<file path="src/rtl/cond_exec_ctrl.sv">
// Conditional-execution issue gate for the ID stage: owns NZCV, tracks in-flight flag writers,
// stalls/issues/kills conditional instructions and sequences the post-branch flush.
// Optional macro COND_FLAG_BYPASS_EN evaluates the condition on the writeback value in the same cycle.
module cond_exec_ctrl #(
  parameter int PEND_MAX  = 3,
  parameter int FLUSH_LEN = 1
) (
  input  logic       clk,
  input  logic       rst,
  input  logic       id_valid,
  input  logic [3:0] id_cond,
  input  logic       id_s,
  input  logic       id_is_branch,
  input  logic       freeze,
  input  logic       exe_flag_wr,
  input  logic [3:0] exe_status,
  output logic [3:0] status,
  output logic       id_stall,
  output logic       id_exec,
  output logic       id_kill,
  output logic       flush,
  output logic [2:0] pend_cnt,
  output logic [1:0] ctrl_state
);

  typedef enum logic [1:0] {
    RUN   = 2'd0,
    STALL = 2'd1,
    FLUSH = 2'd2
  } state_t;

  localparam logic [2:0] PEND_LIMIT = 3'(PEND_MAX);
  localparam logic [1:0] FLUSH_LAST = 2'(FLUSH_LEN - 1);

  state_t     state, next_state;
  logic [1:0] flush_cnt, next_flush_cnt;
  logic       bypass_hit;
  logic [3:0] eval_flags;
  logic       needs_flags, hazard, full, cond_ok;
  logic       pend_inc;

  function automatic logic cond_true(input logic [3:0] cond, input logic [3:0] f);
    logic n, z, c, v;
    {n, z, c, v} = f;
    case (cond)
      4'd0:    cond_true = z;
      4'd1:    cond_true = ~z;
      4'd2:    cond_true = c;
      4'd3:    cond_true = ~c;
      4'd4:    cond_true = n;
      4'd5:    cond_true = ~n;
      4'd6:    cond_true = v;
      4'd7:    cond_true = ~v;
      4'd8:    cond_true = c & ~z;
      4'd9:    cond_true = ~c | z;
      4'd10:   cond_true = (n == v);
      4'd11:   cond_true = (n != v);
      4'd12:   cond_true = ~z & (n == v);
      4'd13:   cond_true = z | (n != v);
      4'd14:   cond_true = 1'b1;
      default: cond_true = 1'b0;
    endcase
  endfunction

`ifdef COND_FLAG_BYPASS_EN
  // The last outstanding writer is landing now, so its value is already the one to test.
  assign bypass_hit = exe_flag_wr & (pend_cnt == 3'd1);
  assign eval_flags = bypass_hit ? exe_status : status;
`else
  assign bypass_hit = 1'b0;
  assign eval_flags = status;
`endif

  assign needs_flags = (id_cond[3:1] != 3'b111);
  assign hazard      = id_valid & needs_flags & (pend_cnt != 3'd0) & ~bypass_hit;
  assign full        = id_valid & id_s & ~id_is_branch & (pend_cnt == PEND_LIMIT);
  assign cond_ok     = cond_true(id_cond, eval_flags);
  assign flush       = (state == FLUSH);
  assign ctrl_state  = state;
  assign pend_inc    = id_exec & id_s & ~id_is_branch;

  always_comb begin
    next_state     = state;
    next_flush_cnt = flush_cnt;
    id_stall       = 1'b0;
    id_exec        = 1'b0;
    id_kill        = 1'b0;
    case (state)
      FLUSH: begin
        if (flush_cnt == 2'd0) next_state = RUN;
        else                   next_flush_cnt = flush_cnt - 2'd1;
      end
      default: begin
        if (!freeze) begin
          if (hazard | full) begin
            id_stall   = 1'b1;
            next_state = STALL;
          end else if (id_valid) begin
            next_state = RUN;
            if (cond_ok) begin
              id_exec = 1'b1;
              if (id_is_branch) begin
                next_state     = FLUSH;
                next_flush_cnt = FLUSH_LAST;
              end
            end else begin
              id_kill = 1'b1;
            end
          end else begin
            next_state = RUN;
          end
        end
      end
    endcase
    if (rst) begin
      id_stall = 1'b0;
      id_exec  = 1'b0;
      id_kill  = 1'b0;
    end
  end

  always_ff @(posedge clk) begin
    if (rst) begin
      state     <= RUN;
      flush_cnt <= 2'd0;
    end else begin
      state     <= next_state;
      flush_cnt <= next_flush_cnt;
    end
  end

  // A writeback with nothing pending is a protocol error: the count saturates at zero.
  always_ff @(posedge clk) begin
    if (rst) begin
      status   <= 4'd0;
      pend_cnt <= 3'd0;
    end else begin
      if (exe_flag_wr) status <= exe_status;
      case ({pend_inc, exe_flag_wr})
        2'b10:   pend_cnt <= pend_cnt + 3'd1;
        2'b01:   if (pend_cnt != 3'd0) pend_cnt <= pend_cnt - 3'd1;
        default: pend_cnt <= pend_cnt;
      endcase
    end
  end

endmodule

</file>
<file path="config.mk">
export PLATFORM = sky130hd
export DESIGN_NAME = cond_exec_ctrl
export DESIGN_NICKNAME = d
export VERILOG_FILES = /design/src/rtl/cond_exec_ctrl.sv
export SDC_FILE = /design/constraint.sdc
export NUM_CORES = 1
export LEC_CHECK = 0
export BUFFER_PORTS_ARGS = -buffer_cell sky130_fd_sc_hd__buf_4
export CORE_ASPECT_RATIO = 1.2
export CORE_MARGIN = 3
export CORE_UTILIZATION = 54
export DETAILED_ROUTE_END_ITERATION = 10
export PLACE_DENSITY_LB_ADDON = 0.05
export SETUP_SLACK_MARGIN = 0.15
export SYNTH_ARGS = -nofsm -noshare
export SYNTH_HDL_FRONTEND = slang
export SYNTH_SLANG_ARGS = --single-unit
export TNS_END_PERCENT = 30
</file>
<file path="constraint.sdc">
create_clock -name clk -period 5.4 [get_ports clk]
set_input_delay 1.08 -clock clk [delete_from_list [all_inputs] [get_ports clk]]
set_output_delay 1.08 -clock clk [all_outputs]
set_load 0.05 [all_outputs]
</file>
==> results by group, run 1 <==
Synthesis
  – Main combinational cell family by area after synthesis: simple AND/OR/NAND/NOR gates
  – Yosys synthesis warning count: 0
  – Top cells by area, synth: dfxtp_1, mux2i_1, nor2_1, mux2_1, a41oi_4
  – Post-synthesis mux area share: 12.6%
  – Area leader, netlist: dfxtp_1
  – Register bit total from synthesis: 11
  – Most frequent cell after synthesis: nor2_1
  – Synth top cells by count: nor2_1, dfxtp_1, mux2i_1
  – Asr flop ratio synth: 0%
  – Top-area cell type share of the netlist area: 24.3%
  – Number of synthesized flops with an enable pin: 0
  – Xor/xnor share of the synthesized area: 2.76%
  – Unique masters post-synth: 41
  – Syn_nets: 124
  – Cell area after synthesis: 906 um^2
  – Syn avg cell area: 8.47 um^2
  – Main flop type after synthesis: dfxtp_1
  – Synth Area in Compound Gates: 17.3%
  – Synth Area in Adders: 3.59%
  – Simple-gate area share of the yosys netlist: 32.3%
  – Cells after Synth: 107
  – Sequential-to-total area share from yosys stat: 24.3%

Timing
  – Final period util: 67.3%
  – Pins Over Slew Limit: 0
  – Setup TNS Final: 0 ns
  – Unrepaired setup endpoints after global routing: no
  – Relative slew margins: 66.5%
  – Final Critical Period: 3.63 ns
  – Finish-stage setup viols: 0
  – Worst Max-Slew Pin Slew: 0.497 ns
  – Clock Skews: 0.00233 ns
  – Hold_ws: 0.489 ns
  – Hold Fails Final Rpt: 0
  – FMAX: 0.275 GHz

Run status
  – Outcome: complete, no violations

Route
  – Vias per cell: 5.65
  – Routed wire length: 1850 um
  – Residual DRC: 0
  – Avg WL per Cell: 12.4 um
  – Total number of vias: 842
  – Detail Route Antenna Nets: 0
  – DRT Pass-1 Iters: 4
  – DRT iter0 DRCs: 20

Placement
  – Port Buf Inserts: 27
  – Post-DP HPWL: 1500 um
  – Routability cong.: 0.792

Floorplanning
  – Die width: 43.4 um
  – Die span in y: 50.9 um
  – Core Rows: 15
  – Total die area: 2210 um^2
  – Io pins: 28
  – Core area: 1500 um^2
  – Starting Density: 60.3%

Clock tree
  – Skew-Pair Late Insertion Delay: 0.26 ns
  – CTS max path bufs: 2
  – Post-CTS setup buffers: 0
  – Max H-tree Level: 1
  – CTS tree: done
  – Hold-fix buffers, CTS: 0
  – Post-CTS sizing: 0
  – Clock-pin slew on the worst setup and hold paths: 0.07 ns
  – CTS root buffer: clkbuf_4
  – Clock Sink Count: 11
  – Num CTS Buffers: 3

Final layout
  – Multi-input logic area: 621 um^2
  – N_diodes: 0
  – Final Net Count: 150
  – Register area: 220 um^2
  – Layout area overhead: 23.3%
  – Layout cells sized above 1: 27.3%
  – # fillers: 123
  – Final core occ: 74.4%

GRT
  – GRT overflow: 0
  – Largest net degree at the start of global routing: 21
  – Vias in the first global route: 731
  – Global Route Usage Sum: 17.3%
  – Antenna violations before repair: 0
  – Global-route wire length before repair: 3070 um

Setup path
  – Crit path from: id_cond[0]
  – Worst Path Required: 4.32 ns
  – Reg2Reg Setup Slack: 2.93 ns
  – WS Path Type: in2out
  – Setup crit start kind: input port
  – Crit-path max FO: 9
  – Worst r2r dst: pend_cnt[2]
  – Worst setup path end: id_exec
  – R2R cell count: 10
  – Launching point of the worst reg2reg path: status[3]
  – Worst Setup End Kind: output pin
  – Worst Path Arrival: 2.55 ns

Power
  – Pwr Density: 313 nW/um^2
  – Maximum vdd drop: 0.302 mV
  – P_leak: 0.493 nW

Worst hold path
  – Class of the worst hold path: reg2reg
  – Depth of the worst hold-timing path: 2

Run
  – Max-cap violation count: 0
## power by group
group / total (W) / internal [W] / switching (W) / leakage (nW)
clock: 0.0000542 / 0.0000285 / 0.0000257 / 0.0150
sequential: 0.000111 / 0.0000941 / 0.0000171 / 0.0897
combinational: 0.000184 / 0.0000666 / 0.000117 / 0.389
total: 0.000349 / 0.000189 / 0.000160 / 0.493
## metal layers
layer  vias up  wire length, um  track usage, %
li1        433                -               -
met1       378              824            22.9
met2        27              925            29.3
met3         4               83            2.11
met4         0               18            4.52
met5         -                0               0
## area by class of cell
| type | instances | share of cell area (%) |
|---|---|---|
| clock buffers | 4 | 2.35 |
| well taps | 17 | 1.90 |
| inverters | 7 | 2.35 |
| flip-flops and latches | 11 | 19.7 |
| multi-input cells | 83 | 55.5 |
| repair buffers | 27 | 18.1 |
## kinds of logic after synthesis
logic type,count (synthesis)
xor gates and xnor gates,2
buffers and inverters,13
DFF,11
adders and majority gates,2
muxes,11
AOI/OAI and AO/OA,16
and+or+nand+nor,52
## stage by stage
| stage | setup WS [ns] | instances | power [W] | cell area (um^2) |
|---|---|---|---|---|
| final | 1.77 | 149 | 0.000349 | 1120 |
| after detailed placement | 1.76 | 145 | 0.000297 | 1090 |
| after floorplan | 1.47 | 107 | 0.000248 | 906 |
| after global placement | 1.78 | 145 | 0.000292 | 1090 |
| after global routing | 1.68 | 149 | 0.000371 | 1120 |
| after CTS | 1.76 | 149 | 0.000352 | 1120 |
## worst min-delay path by stage
stage / start / end / slack [ns]
floorplan: flush_cnt[1] / flush_cnt[1] / 0.55
global placement: ctrl_state[1] / ctrl_state[1] / 0.47
detailed placement: ctrl_state[1] / ctrl_state[1] / 0.48
CTS: ctrl_state[1] / ctrl_state[1] / 0.49
global route: ctrl_state[1] / ctrl_state[1] / 0.52
finish: ctrl_state[1] / ctrl_state[1] / 0.49
## worst max-delay path, cell delays in order
cell      delay (ns)
buf_4           0.15
xor2_2          0.14
a22oi_2         0.19
o311ai_2        0.13
or4_4           0.53
nor2b_1         0.15
buf_4           0.18
## cells in the final DEF (no fill, tap or decap), types with 2 or more instances in the layout
| cell | count |
|---|---|
| mux2i_1 | 8 |
| nand3b_1 | 3 |
| inv_1 | 7 |
| nand3_1 | 3 |
| mux2_1 | 3 |
| dfxtp_1 | 11 |
| nor2_1 | 15 |
| buf_4 | 27 |
| or2b_1 | 2 |
| nor3_1 | 4 |
| nand2_1 | 6 |
| and3b_1 | 2 |
| nor2b_1 | 4 |
| clkbuf_4 | 3 |
| nand2b_1 | 4 |
| nor3b_1 | 2 |
| a21oi_1 | 4 |
## sequential cells by signal (all words and copies together), names as in the netlist
register	count
status	4
pend_cnt	3
ctrl_state	2
flush_cnt	2
(Power assumes the default switching activity.)
==> run 2: changes to the inputs <==
--- a/config.mk
+++ b/config.mk
@@ -8,7 +8,7 @@
 export BUFFER_PORTS_ARGS = -buffer_cell sky130_fd_sc_hd__buf_4
 export CORE_ASPECT_RATIO = 1.2
 export CORE_MARGIN = 3
-export CORE_UTILIZATION = 54
+export CORE_UTILIZATION = 50
 export DETAILED_ROUTE_END_ITERATION = 10
 export PLACE_DENSITY_LB_ADDON = 0.05
 export SETUP_SLACK_MARGIN = 0.15
==> constraint.sdc (replaced) <==
create_clock -name clk -period 3.6 [get_ports clk]
set_input_delay 0.72 -clock clk [delete_from_list [all_inputs] [get_ports clk]]
set_output_delay 0.72 -clock clk [all_outputs]
set_load 0.05 [all_outputs]
==> run 2 against run 1 <==
Net effect: clock power rose by 67%; combinational power rose by 48%; count of clock-buffer cells in the layout shrank 1; global-route usage down 0.42 points; register-to-register slack got worse by 1.8 ns; cell area up 0.22%.
==> results by group, run 2 (synthesized netlist as in run 1, its figures left out) <==
Placement
  – Placed cell areas: 1090 um^2 (about the same)
  – Post-DP HPWL: 1480 um (was 1500 um)
  – Placed Cells incl. Taps: 146 (was 145)
  – Port Buf Inserts: 27 (unchanged)
  – Routability cong.: 0.913 (was 0.792)

Route
  – DRT iter0 DRCs: 9 (was 20)
  – Detail Route Antenna Nets: 0 (unchanged)
  – Vias per cell: 5.61 (was 5.65)
  – Avg WL per Cell: 12.9 um (was 12.4 um)
  – DRT Pass-1 Iters: 4 (unchanged)
  – Routed wire length: 1940 um (was 1850 um)
  – Residual DRC: 0 (unchanged)
  – Total number of vias: 841 (was 842)

Clock tree
  – Clock Sink Count: 11 (unchanged)
  – Post-CTS sizing: 0 (unchanged)
  – Post-CTS setup buffers: 0 (unchanged)
  – CTS tree: done (unchanged)
  – CTS max path bufs: 2 (unchanged)
  – Clock-pin slew on the worst setup and hold paths: 0.08 ns (was 0.07 ns)
  – Max H-tree Level: 1 (unchanged)
  – Skew-Pair Late Insertion Delay: 0.28 ns (was 0.26 ns)
  – CTS root buffer: clkbuf_4 (unchanged)
  – Num CTS Buffers: 3 (unchanged)
  – Hold-fix buffers, CTS: 0 (unchanged)

Run status
  – Outcome: complete, no violations (unchanged)

Power
  – Internal power: 0.000282 W (was 0.000189 W)
  – P_leak: 0.496 nW (was 0.493 nW)
  – Maximum vdd drop: 0.402 mV (was 0.302 mV)
  – Register share of total power: 31.5% (was 31.8%)
  – P_sw: 0.000248 W (was 0.000160 W)
  – Net Sw Frac: 46.8% (was 45.8%)
  – Clk pwr share: 17.1% (was 15.5%)
  – Final Power: 0.000530 W (was 0.000349 W)
  – Pwr Density: 473 nW/um^2 (was 313 nW/um^2)
  – Combinational power share: 51.5% (was 52.7%)

Final layout
  – Max reg flops: 4 (unchanged)
  – Layout cells sized above 1: 28.0% (was 27.3%)
  – # fillers: 140 (was 123)
  – Finished Layout Cells: 150 (was 149)
  – Layout area overhead: 23.6% (was 23.3%)
  – Most frequent cells in the layout: buf_4, nor2_1, dfxtp_1 (unchanged)
  – N_diodes: 0 (unchanged)
  – Leading cell type in the layout, fill and taps excluded: buf_4 (unchanged)
  – Register area: 220 um^2 (unchanged)
  – Multi-input logic area: 621 um^2 (unchanged)
  – Fin area: 1120 um^2 (about the same)
  – Largest register by flop count: status (unchanged)
  – Final Net Count: 150 (unchanged)
  – Top flop regs: status (4), pend_cnt (3) (unchanged)
  – Final core occ: 67.4% (was 74.4%)

Setup path
  – Setup crit start kind: input port (unchanged)
  – Worst Path Arrival: 2.21 ns (was 2.55 ns)
  – Worst Path Required: 2.88 ns (was 4.32 ns)
  – WS Path Type: in2out (unchanged)
  – Worst Setup End Kind: output pin (unchanged)
  – Crit-path max FO: 9 (unchanged)

Floorplanning
  – Total die area: 2360 um^2 (was 2210 um^2)
  – Die span in y: 52.6 um (was 50.9 um)
  – Starting Density: 54.5% (was 60.3%)
  – Io pins: 28 (unchanged)
  – Core Rows: 16 (was 15)
  – Core area: 1660 um^2 (was 1500 um^2)
  – Die width: 44.9 um (was 43.4 um)

Timing
  – Clock Skews: 0.00729 ns (was 0.00233 ns)
  – Worst Max-Slew Pin Slew: 0.454 ns (was 0.497 ns)
  – FMAX: 0.341 GHz
  – Unrepaired setup endpoints after global routing: no (unchanged)
  – Pins Over Slew Limit: 0 (unchanged)
  – Setup TNS Final: 0 ns (unchanged)
  – Final period util: 81.5%
  – Relative slew margins: 69.4% (was 66.5%)
  – Finish-stage setup viols: 0 (unchanged)
  – Hold Fails Final Rpt: 0 (unchanged)
  – Final Critical Period: 2.93 ns

GRT
  – Global Route Usage Sum: 16.9% (was 17.3%)
  – Vias in the first global route: 733 (was 731)
  – Global-route wire length before repair: 2980 um (was 3070 um)
  – Antenna violations before repair: 0 (unchanged)
  – GRT overflow: 0 (unchanged)
  – Largest net degree at the start of global routing: 21 (unchanged)

Worst hold path
  – Class of the worst hold path: reg2reg (unchanged)

Run
  – Max-cap violation count: 0 (unchanged)
[run 2: cell count changes in the layout (fill, tap and decap cells not counted)]
| cell | change |
|---|---|
| clkinv_2 | +1 |
| clkbuf_1 | -1 |
[run 2: critical path, stage by stage]
cell	delay (ns)
buf_4	0.15
xor2_2	0.15
a22oi_2	0.20
o311ai_2	0.13
or4_4	0.53
nor2b_1	0.15
buf_4	0.18
[run 2: stage by stage]
| stage | hold slack [ns] | worst slack, ns |
|---|---|---|
| floorplan | 0.551 | 0.393 |
| CTS | 0.491 | 0.662 |
| global placement | 0.472 | 0.686 |
| global route | 0.520 | 0.618 |
| finish | 0.495 | 0.667 |
| detailed placement | 0.479 | 0.662 |
[run 2: area by class of cell]
class / instances / share of cell area (%)
repair buffers: 27 / 18.1
clock inverters: 1 / 0.447
well taps: 18 / 2.01
multi-input cells: 83 / 55.4
clock buffers: 3 / 2.01
inverters: 7 / 2.35
flip-flops and latches: 11 / 19.7
[run 2: final timing paths]
check / start / end / slack, ns / depth (start not counted)
max reg2reg: status[3] / pend_cnt[2] / 1.15 / 10
max: id_cond[0] / id_exec / 0.67 / 7
min reg2reg: ctrl_state[1] / ctrl_state[1] / 0.49 / 2
min: ctrl_state[1] / ctrl_state[1] / 0.49 / 2
[run 2: metal layers]
layer  wire length, um  up-vias  global-route usage, %
met5                 0        -                      0
met4                21        0                   5.85
met3                89        4                   3.09
met2               964       17                   30.4
met1               860      385                   19.3
li1                  -      435                      -
[run 2: power by group through the flow]
stage / registers, W / clock network (W) / logic (W)
after global placement: 0.000169 / 0 / 0.000269
after floorplan: 0.000230 / 0 / 0.000142
after detailed placement: 0.000169 / 0 / 0.000274
final: 0.000167 / 0.0000904 / 0.000273
after global routing: 0.000171 / 0.0000962 / 0.000293
after CTS: 0.000166 / 0.0000932 / 0.000275
==> run 3: changes to the inputs <==
==> constraint.sdc (replaced) <==
create_clock -name clk -period 2.72 [get_ports clk]
set_input_delay 0.544 -clock clk [delete_from_list [all_inputs] [get_ports clk]]
set_output_delay 0.544 -clock clk [all_outputs]
set_load 0.05 [all_outputs]
==> run 3 against run 2 <==
Net effect: routed wire length rose by 14%; worst hold slack lost 0.0048 ns; via count grew 2.0%; flip-flop and latch count stayed put; sequential share of layout area fell by 0.67 points; cell area is 7.0% higher.
==> results by group, run 3 (synthesized netlist as in run 1, its figures left out) <==
Setup path
  – Launching point of the worst reg2reg path: status[1] (was status[3])
  – Setup crit start kind: input port (unchanged)
  – Worst Setup End Kind: output pin (unchanged)
  – Crit-path max FO: 10 (was 9)
  – Max stage delay on crit path: 0.56 ns (was 0.53 ns)
  – Crit-path leading delay family: simple AND/OR/NAND/NOR gates (unchanged)
  – Worst path slowest cell: or4_4 (unchanged)
  – WS Path Type: in2out (unchanged)
  – Worst Path Arrival: 1.98 ns (was 2.21 ns)
  – Worst Path Required: 2.18 ns (was 2.88 ns)
  – Worst r2r dst: pend_cnt[2] (unchanged)
  – R2R cell count: 10 (unchanged)
  – CP cell instances: buf_4, and3b_1, o21ai_1, a21oi_2, or4_4, nor2b_2, buf_6 (was buf_4, xor2_2, a22oi_2, o311ai_2, or4_4, nor2b_1, buf_4)
  – Reg2Reg Setup Slack: 0.29 ns (was 1.15 ns)
  – WP buf/inv: 2 (unchanged)

Floorplanning
  – Io pins: 28 (unchanged)
  – Core area: 1660 um^2 (unchanged)
  – Starting Density: 54.5% (unchanged)
  – Total die area: 2360 um^2 (unchanged)
  – Die span in y: 52.6 um (unchanged)
  – Die width: 44.9 um (unchanged)
  – Core Rows: 16 (unchanged)

Timing
  – Hold Fails Final Rpt: 0 (unchanged)
  – Final Critical Period: 2.53 ns
  – Unrepaired setup endpoints after global routing: yes (was no)
  – FMAX: 0.396 GHz
  – Final period util: 93.0%
  – Clock Skews: 0.00620 ns (was 0.00729 ns)
  – Relative slew margins: 68.1% (was 69.4%)
  – Worst Max-Slew Pin Slew: 0.474 ns (was 0.454 ns)
  – Pins Over Slew Limit: 0 (unchanged)
  – Finish-stage setup viols: 0 (unchanged)

GRT
  – Global Route Usage Sum: 20.6% (was 16.9%)
  – Largest net degree at the start of global routing: 21 (unchanged)
  – Global-route wire length before repair: 3550 um (was 2980 um)
  – Vias in the first global route: 811 (was 733)
  – GRT overflow: 0 (unchanged)
  – Antenna violations before repair: 0 (unchanged)

Run status
  – Outcome: complete, no violations (unchanged)

Final layout
  – Most frequent cells in the layout: buf_4, nor2_1, inv_1, dfxtp_1 (was buf_4, nor2_1, dfxtp_1)
  – Largest register by flop count: status (unchanged)
  – Final core occ: 72.1% (was 67.4%)
  – Top flop regs: status (4), pend_cnt (3) (unchanged)
  – Max reg flops: 4 (unchanged)
  – Final Net Count: 152 (was 150)
  – Layout area overhead: 32.3% (was 23.6%)
  – Layout cells sized above 1: 41.0% (was 28.0%)
  – N_diodes: 0 (unchanged)
  – Leading cell type in the layout, fill and taps excluded: buf_4 (unchanged)

Route
  – Residual DRC: 0 (unchanged)
  – DRT Pass-1 Iters: 2 (was 4)
  – Avg WL per Cell: 14.5 um (was 12.9 um)
  – Total number of vias: 858 (was 841)
  – Detail Route Antenna Nets: 0 (unchanged)
  – Routed wire length: 2200 um (was 1940 um)
  – DRT iter0 DRCs: 6 (was 9)
  – Vias per cell: 5.64 (was 5.61)

Power
  – Maximum vdd drop: 0.611 mV (was 0.402 mV)
  – Final Power: 0.000752 W (was 0.000530 W)
  – Pwr Density: 628 nW/um^2 (was 473 nW/um^2)
  – P_leak: 0.513 nW (was 0.496 nW)

Clock tree
  – Skew-Pair Late Insertion Delay: 0.27 ns (was 0.28 ns)
  – CTS tree: done (unchanged)
  – Clock-pin slew on the worst setup and hold paths: 0.08 ns (about the same)
  – Clock Sink Count: 11 (unchanged)
  – Num CTS Buffers: 3 (unchanged)
  – Hold-fix buffers, CTS: 0 (unchanged)
  – Max H-tree Level: 1 (unchanged)
  – CTS root buffer: clkbuf_4 (unchanged)
  – CTS max path bufs: 2 (unchanged)

Worst hold path
  – Class of the worst hold path: reg2reg (unchanged)
  – Worst hold endpoint: ctrl_state[1] (unchanged)
  – HP Start: ctrl_state[1] (unchanged)
  – Depth of the worst hold-timing path: 2 (unchanged)

Run
  – Max-cap violation count: 0 (unchanged)

Placement
  – Post-DP HPWL: 1670 um (was 1480 um)
  – Routability cong.: 0.827 (was 0.913)
  – Port Buf Inserts: 27 (unchanged)
## run 3: changes by cell type in the layout (fill, tap and decap cells not counted), sizes merged
| cell | previous run | this run |
|---|---|---|
| buf | 27 | 29 |
## run 3: metrics by stage
step,hold slack (ns),cells,TNS (ns),setup slack (ns),area [um^2]
2_1_floorplan,0.551,107,0,0.0706,915
3_3_place_gp,0.471,147,0,0.0647,1110
3_5_place_dp,0.479,147,-0.0182,-0.0182,1110
4_1_cts,0.490,152,0,0.164,1160
5_1_grt,0.514,152,0,0.110,1200
6_report,0.490,152,0,0.192,1200
## run 3: worst max path at each step
stage	startpoint	depth (start not counted)	endpoint	slack, ns
final	id_cond[2]	7	id_exec	0.19
after global routing	id_cond[2]	11	pend_cnt[2]	0.11
after CTS	id_cond[2]	7	id_exec	0.16
after detailed placement	id_cond[0]	9	pend_cnt[1]	-0.02
after global placement	id_cond[2]	8	pend_cnt[1]	0.06
after floorplan	status[1]	5	id_kill	0.07
## run 3: cell type report
class                   count  area [um^2]
multi-input cells          83          673
fillers                   133          463
flip-flops and latches     11          228
repair buffers             29          221
inverters                   7         26.3
clock buffers               3         22.5
well taps                  18         22.5
clock inverters             1         5.00
## run 3: worst register-to-register path, delay by kind of cell (launching register included)
family / cells / cell delay [ns]
xor+xnor: 1 / 0.18
compound gates: 4 / 0.87
buf+inv: 1 / 0.07
flops: 1 / 0.35
simple gates: 3 / 0.47
fa+ha+maj: 1 / 0.42
## run 3: per-layer routing
layer	track usage (%)	vias up	share of wire, %
met4	9.27	0	1.5
met3	2.06	4	3.6
met1	23.9	399	42
li1	-	433	-
met2	36.8	22	53
met5	0	-	0
## run 3: power breakdown
group	internal, W	switching [W]
Sequential	0.000187	0.0000345
Combinational	0.000161	0.000255
Clock	0.0000544	0.0000593
## run 3: what timing repair did
| item | in CTS | in global routing |
|---|---|---|
| endpoints found under the setup margin | 2 | 3 |
| pin swaps | 1 | 1 |
| buffers inserted | 1 | 0 |
| gates resized for setup | 6 | 8 |
